$ cat src/rtl/pixel_in_pkg.sv
// Shared types and constants for the pixel input front end.
package pixel_in_pkg;

    typedef enum logic [1:0] {
        ST_IDLE      = 2'd0,
        ST_ACTIVE    = 2'd1,
        ST_WAIT_JUMP = 2'd2,
        ST_WAIT_ROW  = 2'd3
    } fsm_state_t;

    localparam int ERR_W       = 4;
    localparam int ERR_SHORT   = 0;
    localparam int ERR_LONG    = 1;
    localparam int ERR_RESTART = 2;
    localparam int ERR_ORPHAN  = 3;

    localparam int DEF_DATA_W      = 24;
    localparam int DEF_SYNC_STAGES = 2;
    localparam int DEF_IMG_W       = 640;
    localparam int DEF_IMG_H       = 480;

endpackage

$ cat src/rtl/sync_delay_line.sv
// WIDTH x DEPTH register shift line with async active-low reset; DEPTH=0 is a wire.
module sync_delay_line #(
    parameter int WIDTH = 1,
    parameter int DEPTH = 1
) (
    input  logic             clk,
    input  logic             rst_n,
    input  logic [WIDTH-1:0] din,
    output logic [WIDTH-1:0] dout
);

    generate
        if (DEPTH == 0) begin : g_pass
            logic unused_ok;
            assign unused_ok = clk ^ rst_n;
            assign dout      = din;
        end else begin : g_line
            logic [WIDTH-1:0] stage [DEPTH];

            always_ff @(posedge clk or negedge rst_n) begin
                if (!rst_n) begin
                    for (int i = 0; i < DEPTH; i++) stage[i] <= '0;
                end else begin
                    stage[0] <= din;
                    for (int i = 1; i < DEPTH; i++) stage[i] <= stage[i-1];
                end
            end

            assign dout = stage[DEPTH-1];
        end
    endgenerate

endmodule

$ cat src/rtl/pixel_input_frontend.sv
// Pixel input stage: delay line, frame-tracking FSM with x/y annotation, sticky error flags.
// state        | meaning
// ST_IDLE      | no frame in progress, waiting for Start with a valid pixel
// ST_ACTIVE    | inside a row, fewer than IMG_W pixels accepted
// ST_WAIT_JUMP | row full, waiting for the end-of-row pulse
// ST_WAIT_ROW  | between rows, waiting for the first pixel of the next row
module pixel_input_frontend
    import pixel_in_pkg::*;
#(
    parameter  int DATA_W      = DEF_DATA_W,
    parameter  int SYNC_STAGES = DEF_SYNC_STAGES,
    parameter  int IMG_W       = DEF_IMG_W,
    parameter  int IMG_H       = DEF_IMG_H,
    localparam int XW          = $clog2(IMG_W),
    localparam int YW          = $clog2(IMG_H)
) (
    input  logic              Clk_in,
    input  logic              Rst_n_in,
    input  logic              Start_in,
    input  logic              H_Valid_in,
    input  logic              H_Jump_in,
    input  logic [DATA_W-1:0] Bmp_Data,
    input  logic              Err_Clr_in,
    output logic              pixel_ready,
    output logic              pixel_valid,
    output logic              line_end,
    output logic              frame_end,
    output logic [DATA_W-1:0] pixel_data,
    output logic [XW-1:0]     pixel_x,
    output logic [YW-1:0]     pixel_y,
    output logic              busy,
    output logic [ERR_W-1:0]  err_status
);

    localparam int              CW       = $clog2(IMG_W + 1);
    localparam int              BW       = DATA_W + 3;
    localparam logic [CW-1:0]   COL_FULL = CW'(IMG_W);
    localparam logic [YW-1:0]   ROW_LAST = YW'(IMG_H - 1);

    logic [BW-1:0]     bus_in, bus_dly;
    logic              s_start, s_valid, s_jump;
    logic [DATA_W-1:0] s_data;

    assign bus_in = {Start_in, H_Valid_in, H_Jump_in, Bmp_Data};

    // One stage fewer than the latency: the output registers supply the last one.
    sync_delay_line #(.WIDTH(BW), .DEPTH(SYNC_STAGES - 1)) u_dly (
        .clk   (Clk_in),
        .rst_n (Rst_n_in),
        .din   (bus_in),
        .dout  (bus_dly)
    );

    assign {s_start, s_valid, s_jump, s_data} = bus_dly;

    fsm_state_t        state, state_n;
    logic [CW-1:0]     col, col_n;
    logic [YW-1:0]     row, row_n;
    logic              busy_n, row_end;
    logic              ev_ready, ev_pixel, ev_line, ev_frame;
    logic [XW-1:0]     ev_x, x_n;
    logic [YW-1:0]     ev_y, y_n;
    logic [ERR_W-1:0]  err_set, err_n;
    logic [DATA_W-1:0] data_n;

    always_ff @(posedge Clk_in or negedge Rst_n_in) begin
        if (!Rst_n_in) begin
            state       <= ST_IDLE;
            col         <= '0;
            row         <= '0;
            busy        <= 1'b0;
            pixel_ready <= 1'b0;
            pixel_valid <= 1'b0;
            line_end    <= 1'b0;
            frame_end   <= 1'b0;
            pixel_data  <= '0;
            pixel_x     <= '0;
            pixel_y     <= '0;
            err_status  <= '0;
        end else begin
            state       <= state_n;
            col         <= col_n;
            row         <= row_n;
            busy        <= busy_n;
            pixel_ready <= ev_ready;
            pixel_valid <= ev_pixel;
            line_end    <= ev_line;
            frame_end   <= ev_frame;
            pixel_data  <= data_n;
            pixel_x     <= x_n;
            pixel_y     <= y_n;
            err_status  <= err_n;
        end
    end

    always_comb begin
        state_n  = state;
        col_n    = col;
        row_n    = row;
        busy_n   = busy;
        row_end  = 1'b0;
        ev_ready = 1'b0;
        ev_pixel = 1'b0;
        ev_line  = 1'b0;
        ev_frame = 1'b0;
        ev_x     = '0;
        ev_y     = '0;
        err_set  = '0;

        if (s_start && s_valid) begin
            if (state != ST_IDLE) err_set[ERR_RESTART] = 1'b1;
            ev_ready = 1'b1;
            ev_pixel = 1'b1;
            col_n    = CW'(1);
            row_n    = '0;
            busy_n   = 1'b1;
            state_n  = (col_n == COL_FULL) ? ST_WAIT_JUMP : ST_ACTIVE;
        end else if (s_start && state != ST_IDLE) begin
            err_set[ERR_RESTART] = 1'b1;
            col_n   = '0;
            row_n   = '0;
            busy_n  = 1'b0;
            state_n = ST_IDLE;
        end else begin
            unique case (state)
                ST_IDLE:
                    if (s_valid) err_set[ERR_ORPHAN] = 1'b1;
                ST_ACTIVE, ST_WAIT_ROW:
                    if (s_valid) begin
                        ev_pixel = 1'b1;
                        ev_x     = col[XW-1:0];
                        ev_y     = row;
                        col_n    = col + CW'(1);
                        state_n  = (col_n == COL_FULL) ? ST_WAIT_JUMP : ST_ACTIVE;
                    end
                ST_WAIT_JUMP:
                    if (s_valid) err_set[ERR_LONG] = 1'b1;
                default: ;
            endcase
        end

        // A jump sharing a cycle with a pixel is handled as if it followed that pixel.
        row_end = s_jump && (state_n != ST_IDLE);
        if (row_end) begin
            if (col_n != COL_FULL) err_set[ERR_SHORT] = 1'b1;
            ev_line = 1'b1;
            col_n   = '0;
            if (row_n == ROW_LAST) begin
                ev_frame = 1'b1;
                row_n    = '0;
                busy_n   = 1'b0;
                state_n  = ST_IDLE;
            end else begin
                row_n   = row_n + YW'(1);
                state_n = ST_WAIT_ROW;
            end
        end
    end

    always_comb begin
        err_n  = (Err_Clr_in ? '0 : err_status) | err_set;
        data_n = ev_pixel ? s_data : pixel_data;
        x_n    = ev_pixel ? ev_x : pixel_x;
        y_n    = ev_pixel ? ev_y : pixel_y;
    end

endmodule

$ cat config.mk
export PLATFORM = sky130hd
export DESIGN_NAME = pixel_input_frontend
export DESIGN_NICKNAME = d
export VERILOG_FILES = /design/src/rtl/pixel_in_pkg.sv /design/src/rtl/sync_delay_line.sv /design/src/rtl/pixel_input_frontend.sv
export SDC_FILE = /design/constraint.sdc
export NUM_CORES = 1
export LEC_CHECK = 0
export BUFFER_PORTS_ARGS = -buffer_cell sky130_fd_sc_hd__buf_2
export CAP_MARGIN = 20
export CORE_ASPECT_RATIO = 2
export CORE_UTILIZATION = 57
export CTS_BUF_LIST = sky130_fd_sc_hd__clkbuf_2 sky130_fd_sc_hd__clkbuf_4 sky130_fd_sc_hd__clkbuf_8
export DETAILED_ROUTE_END_ITERATION = 7
export GPL_ROUTABILITY_DRIVEN = 0
export PLACE_DENSITY = 0.82
export SYNTH_ARGS = -nofsm -noshare
export SYNTH_HDL_FRONTEND = slang
export SYNTH_HIERARCHICAL = 1
export SYNTH_SLANG_ARGS = --single-unit
$ cat constraint.sdc
create_clock -name Clk_in -period 2.5 [get_ports Clk_in]
set_input_delay 0.125 -clock Clk_in [delete_from_list [all_inputs] [get_ports Clk_in]]
set_output_delay 0.125 -clock Clk_in [all_outputs]
set_load 0.02 [all_outputs]
; Word level (Yosys, flattened, before mapping)
; Index checks and enable logic that the tools add are counted.
[totals]
ff_bits = 100
output_inout_bits = 52
wordCells = 77
[classes]
add_sub_neg = 2
eq_ne = 6
mux = 48
bitwise_logic = 1
n_reduce_logical = 7
[ops]
columns = operator, n
row1 = $mux W10, 9
row2 = $mux W9, 8
row3 = $mux W1, 23
row4 = $mux W2, 7
row5 = $add A10 B1 Y10 const B, 1
row6 = $eq A10 B10 Y1 const B, 1
row7 = $ne A10 B10 Y1 const B, 1
row8 = $add A9 B1 Y9 const B, 1
row9 = $eq A9 B9 Y1 const B, 1
row10 = $eq A2 B2 Y1 const B, 2
row11 = $mux W4, 1
row12 = $or A4 B4 Y4, 1
row13 = $reduce_bool A2 Y1, 2
row14 = $logic_and A1 B1 Y1, 3
row15 = $eq A2 B1 Y1 const B, 1
row16 = $logic_not A2 Y1, 1
row17 = $reduce_or A2 Y1, 1

; Depth between registers and ports, before layout
[depth]
ltp_word = 11
mapped_depth = 11

; By module
; The synthesis kept the hierarchy.
[modules_own_cells]
columns = module, instances, cells_each, area_each_um2
row1 = pixel_input_frontend, 1, 290, 3402.0
row2 = sync_delay_line, 1, 27, 675.6

; Least setup slack after synthesis
; Ideal clock, no wire load.
[synth_path]
path_kind = register to register
start = register u_dly.g_line.stage, in the netlist u_dly/dout[25]
end = register busy
setup_ns = 0.121
t_arrival_ns = 2.097
t_required_ns = 2.379
path_slack_ns = 0.283
stages_incl_launch_ff = 12
n_path_buf = 2
path_cell_list = dfrtp_1 -> buf_4 -> o31a_1 -> clkbuf_1 -> nor2_1 -> ha_1 -> nand4_1 -> nor2_1 -> and3b_1 -> a21oi_1 -> o21ai_0 -> nand2_1
[synth_via]
elab_chain_cells = 7
word_cells_on_any_way = 12
cone_classes = eq/ne (1) / mux (8) / reduce/logical (3)
[synth_lines]
columns = element, line_no
row1 = start: declaration, sync_delay_line.sv:18  ; logic [WIDTH-1:0] stage [DEPTH];
row2 = $mux W2, pixel_input_frontend.sv:129  ; if (s_valid) begin
row3 = $mux W2, pixel_input_frontend.sv:125  ; unique case (state)
row4 = $mux W2, pixel_input_frontend.sv:118  ; end else if (s_start && state != ST_IDLE) begin
row5 = $mux W2, pixel_input_frontend.sv:110  ; if (s_start && s_valid) begin
row6 = $reduce_bool A2 Y1, pixel_input_frontend.sv:143  ; row_end = s_jump && (state_n != ST_IDLE);
row7 = $logic_and A1 B1 Y1, pixel_input_frontend.sv:143
row8 = $mux W1 *, pixel_input_frontend.sv:144  ; if (row_end) begin
row9 = net busy_n, pixel_input_frontend.sv:59  ; logic busy_n, row_end;
row10 = end signal: assignment, pixel_input_frontend.sv:84  ; busy <= busy_n;
row11 = end: declaration, pixel_input_frontend.sv:31  ; output logic busy,
; Mark *: on every way through the listed nets, which the timed path passes. The rest lies on a longest branch.
; A chain may end at the register's enable or synchronous reset.

; Final worst setup path
[layout_path]
start = register state[1]
end = register busy
[layout_via]
elab_chain_cells = 8
word_cells_on_any_way = 18
cone_classes = eq/ne (3) / mux (10) / reduce/logical (5)
[layout_lines]
columns = element, line_no
row1 = start: declaration, pixel_input_frontend.sv:56  ; fsm_state_t state, state_n;
row2 = start signal: assignment, pixel_input_frontend.sv:81  ; state <= state_n;
row3 = $eq A2 B1 Y1 / $eq A2 B2 Y1 (equally long branches), pixel_input_frontend.sv:125
row4 = $reduce_or A2 Y1, pixel_input_frontend.sv:125
row5 = $mux W2, pixel_input_frontend.sv:125
row6 = $mux W2, pixel_input_frontend.sv:118
row7 = $mux W2, pixel_input_frontend.sv:110
row8 = $reduce_bool A2 Y1, pixel_input_frontend.sv:143
row9 = $logic_and A1 B1 Y1, pixel_input_frontend.sv:143
row10 = $mux W1 *, pixel_input_frontend.sv:144
row11 = net busy_n, pixel_input_frontend.sv:59
; Marked as above.

==> results by stage <==
Place:
- The count of placed standard cells including taps is 477.
- The HPWL after detailed placement is 6020 um.
- The number of buffers added on ports is 81.
- The worst setup timing slack at the placement stage is 230 ps.

STA:
- The final hold violation count is 0.
- Final hold analysis gives a worst-case slack of 337 ps.
- The sum of negative setup slack is 0 ps.
- The clock skew after layout is 17.8 ps.
- The worst slew slack as a fraction of its limit is 53.8%.
- Across all setup checks in the final design, the least slack found is 203 ps.
- The shortest period the worst path allows is 2300 ps.
- Setup repair after global routing left no endpoint under its margin.
- Setup violations remaining at the end of the flow were counted as 0.
- The max-slew violation count is 0.
- The achievable frequency is 435 MHz.
- The measured slew at the worst slew-check pin is 694 ps.
- The share of the clock period used by the worst path is 91.9%.

Hold path:
- The path class of the tightest hold or removal check is in -> async.

Synth:
- The library cell with the largest summed area after synthesis is dfrtp_1.
- The most used flip-flop cell after synthesis is dfrtp_1.
- After synthesis, the largest area contributor takes up 61.4% of total cell area.
- The proportion of synthesized chip area in sequential cells is 61.4%.
- The mean cell area of the mapped netlist is 12.9 um^2.
- The synthesis-stage register bit count is 100.
- After synthesis, the netlist uses 52 different library cells.
- Ranked by total cell area, the synthesized netlist is headed by dfrtp_1 (61%), mux2_2 (6.9%), a22o_1 (4.3%).
- Ranked by instance count, the synthesized netlist is headed by dfrtp_1 (100), mux2_2 (25), nor2_1 (24).
- For this run, the number of Yosys warnings is 6.
- Among all cell types in the netlist, the one instantiated most often is dfrtp_1.
- When the netlist entered floorplanning its net count stood at 350.
- Synthesis handed over a netlist of 317 instances.
- The share of synthesized flip-flops with an asynchronous set or reset is 100%.
- The area of the mapped netlist is 4080 um^2.
- The number of flops mapped to enable cells by yosys is 0.

Global route:
- The largest net degree at the start of global routing is 55.
- The first global-routing pass estimated 14600 um of wire.
- The initial antenna violation count is 0.
- After global routing the overflow that remains totals 0.
- The via count of the first global-routing pass is 2982.
- Global routing used 27.1% of the available tracks.

Layout:
- The layout overhead on the synthesized area is 22.4%.
- The count of placed standard cells in the final layout, fillers left out is 522.
- Cells with a size suffix above 1 make up 32.9% of the layout.
- The antenna cell count is 0.
- At the end of the flow, the number of nets in the layout was 460.

Setup path:
- Data arrives at the worst endpoint at 2570 ps.
- On the critical path, the stage with the largest delay is an instance of dfrtp_1.
- On the worst path, the slowest cell contributes a delay of 490 ps.
- The worst setup path is captured at a flop.
- The buffering stage count on the worst path with inverters included is 0.
- The gate family responsible for the most delay along the worst path is simple AND/OR/NAND/NOR gates.
- Traced cell by cell, the critical path runs through o31ai_2 -> and2_1 -> ha_1 -> nand4_1 -> nor2_1 -> and3b_1 -> a21oi_1 -> o21ai_0 -> nand2_1.
- The worst setup path is launched from a flop.
- The worst-path maximum fanout is 9.
- The required time at the worst-slack endpoint is 2780 ps.
- By startpoint and endpoint, the worst setup path is classified as reg -> reg.

Floorplanning:
- From bottom edge to top edge, the die measures 122 um.
- The core region area is 6940 um^2.
- The area enclosed by the die boundary is 7520 um^2.
- The number of top-level design ports is 82.
- The placement row count is 43.
- For this configuration, the core starts out at a cell density of 58.8%.
- The floorplan die width is 61.8 um.

Power and ir drop:
- The power density of the placed cells is 664 nW/um^2.
- For this design the static power due to leakage is 2.38 nW.
- The peak supply drop is 364 uV.

Drt:
- Dividing the detail-routed wire length by the instance count gives 17.8 um.
- After detailed routing, the number of remaining DRC violations is 0.
- After the first detailed-routing iteration, the DRC count stood at 163.
- Dividing the detail-routed via count by the number of cells gives 5.71.
- The number of nets still failing antenna checks after routing is 0.
- The number of search-and-repair iterations in the first detailed-routing pass is 4.
- The count of vias placed by the detailed router is 2982.
- Summed over all layers, the routed wires come to 9280 um.

Clock network:
- Once the clock tree was built, the setup fixing pass inserted 0 buffers.
- The H-tree was split into 3 levels.
- The total clock buffers created by CTS is 9.
- Clock-pin slew was measured on the worst setup and hold paths at 100 ps.
- The clock root buffer master is clkbuf_8.
- The number of gates given a new drive strength after cts is 0.
- The clock reaches the later pin of the worst-skew pair after 380 ps.
- The clock passes through at most 2 buffers.
- The tree built by TritonCTS fans out to 100 sinks.
- Hold repair after CTS inserted 29 buffers.
- The clock tree from TritonCTS is done.

Run:
- Max-cap violations in this run came to 0.

Run status:
- The run finished with clean final reports.
[routing by layer]
metal / routed length, um / global-route usage, %
met5: 0 / 0
met4: 262 / 11.5
met3: 418 / 5.84
met2: 5130 / 46.2
met1: 3470 / 31.6
[kinds of logic after synthesis]
| group | count (synthesis) | synth area share [%] |
|---|---|---|
| mux | 27 | 7.39 |
| xor+xnor | 11 | 2.36 |
| flops | 100 | 61.4 |
| simple gates | 88 | 11.5 |
| compound gates | 59 | 11.3 |
| buf+inv | 29 | 5.15 |
| fa+ha+maj | 3 | 0.921 |
[worst reg2reg max path, cell delays in order, from the launching register on]
cell and delay (ps):
dfrtp_1 490, o31ai_2 330, and2_1 190, ha_1 230
nand4_1 120, nor2_1 210, and3b_1 300, a21oi_1 110
o21ai_0 160, nand2_1 70
[sequential cells by signal, indices dropped and copies added, names as in the netlist, 2 cells and up]
register	cells
row	9
pixel_x	10
state	2
col	10
pixel_y	9
u_dly/dout	27
pixel_data	24
err_status	4
[power breakdown]
part / internal, W / total, W / switching [W]
clock: 0.000408 / 0.00101 / 0.000600
combinational: 0.000208 / 0.000505 / 0.000297
sequential: 0.00173 / 0.00180 / 0.0000738
[placed cells by master, fill, tap and decap left out, types with 3 or more instances in the layout]
| cell | n |
|---|---|
| dfrtp_1 | 100 |
| buf_2 | 80 |
| dlygate4sd3_1 | 29 |
| mux2_2 | 25 |
| nor2_1 | 24 |
| a22o_1 | 20 |
| nand2_1 | 16 |
| nand3_1 | 11 |
| clkbuf_8 | 10 |
| inv_1 | 9 |
| nand4_1 | 9 |
| buf_4 | 9 |
| o21ai_0 | 7 |
| xor2_1 | 6 |
| a21oi_1 | 6 |
| xnor2_1 | 5 |
| and3_1 | 5 |
| o22ai_1 | 4 |
| and2_1 | 3 |
| nor2b_1 | 3 |
| nor3_1 | 3 |
| o211ai_1 | 3 |
| a22oi_1 | 3 |
| ha_1 | 3 |
[cell type report]
| class | count | area, um^2 |
|---|---|---|
| clock buffers | 10 | 138 |
| flip-flops and latches | 100 | 2500 |
| clock inverters | 6 | 55.1 |
| well taps | 90 | 113 |
| fillers | 464 | 1950 |
| inverters | 9 | 33.8 |
| multi-input cells | 188 | 1370 |
| repair buffers | 119 | 778 |
[metrics by stage]
stage	instance area, um^2	util, %	power (W)
finish	4990	71.9	0.00332
global route	4990	71.9	0.00347
CTS	4990	71.9	0.00331
detailed placement	4510	65.0	0.00230
global placement	4510	65.0	0.00227
floorplan	4080	-	0.00210
[final timing paths]
path | slack (ps) | from | endpoint | cells after the start
worst max-delay path | 200 | state[1] | busy | 9
worst max register to register | 200 | state[1] | busy | 9
min in group Clk_in | 370 | H_Valid_in | u_dly/dout[25] | 2
worst min register to register | 480 | u_dly/dout[2] | pixel_data[2] | 1
worst min-delay path | 340 | Rst_n_in | pixel_data[14] | 2
max in group asynchronous | 1470 | Rst_n_in | u_dly/dout[2] | 3
No activity file was read; power rests on OpenSTA's default activity.
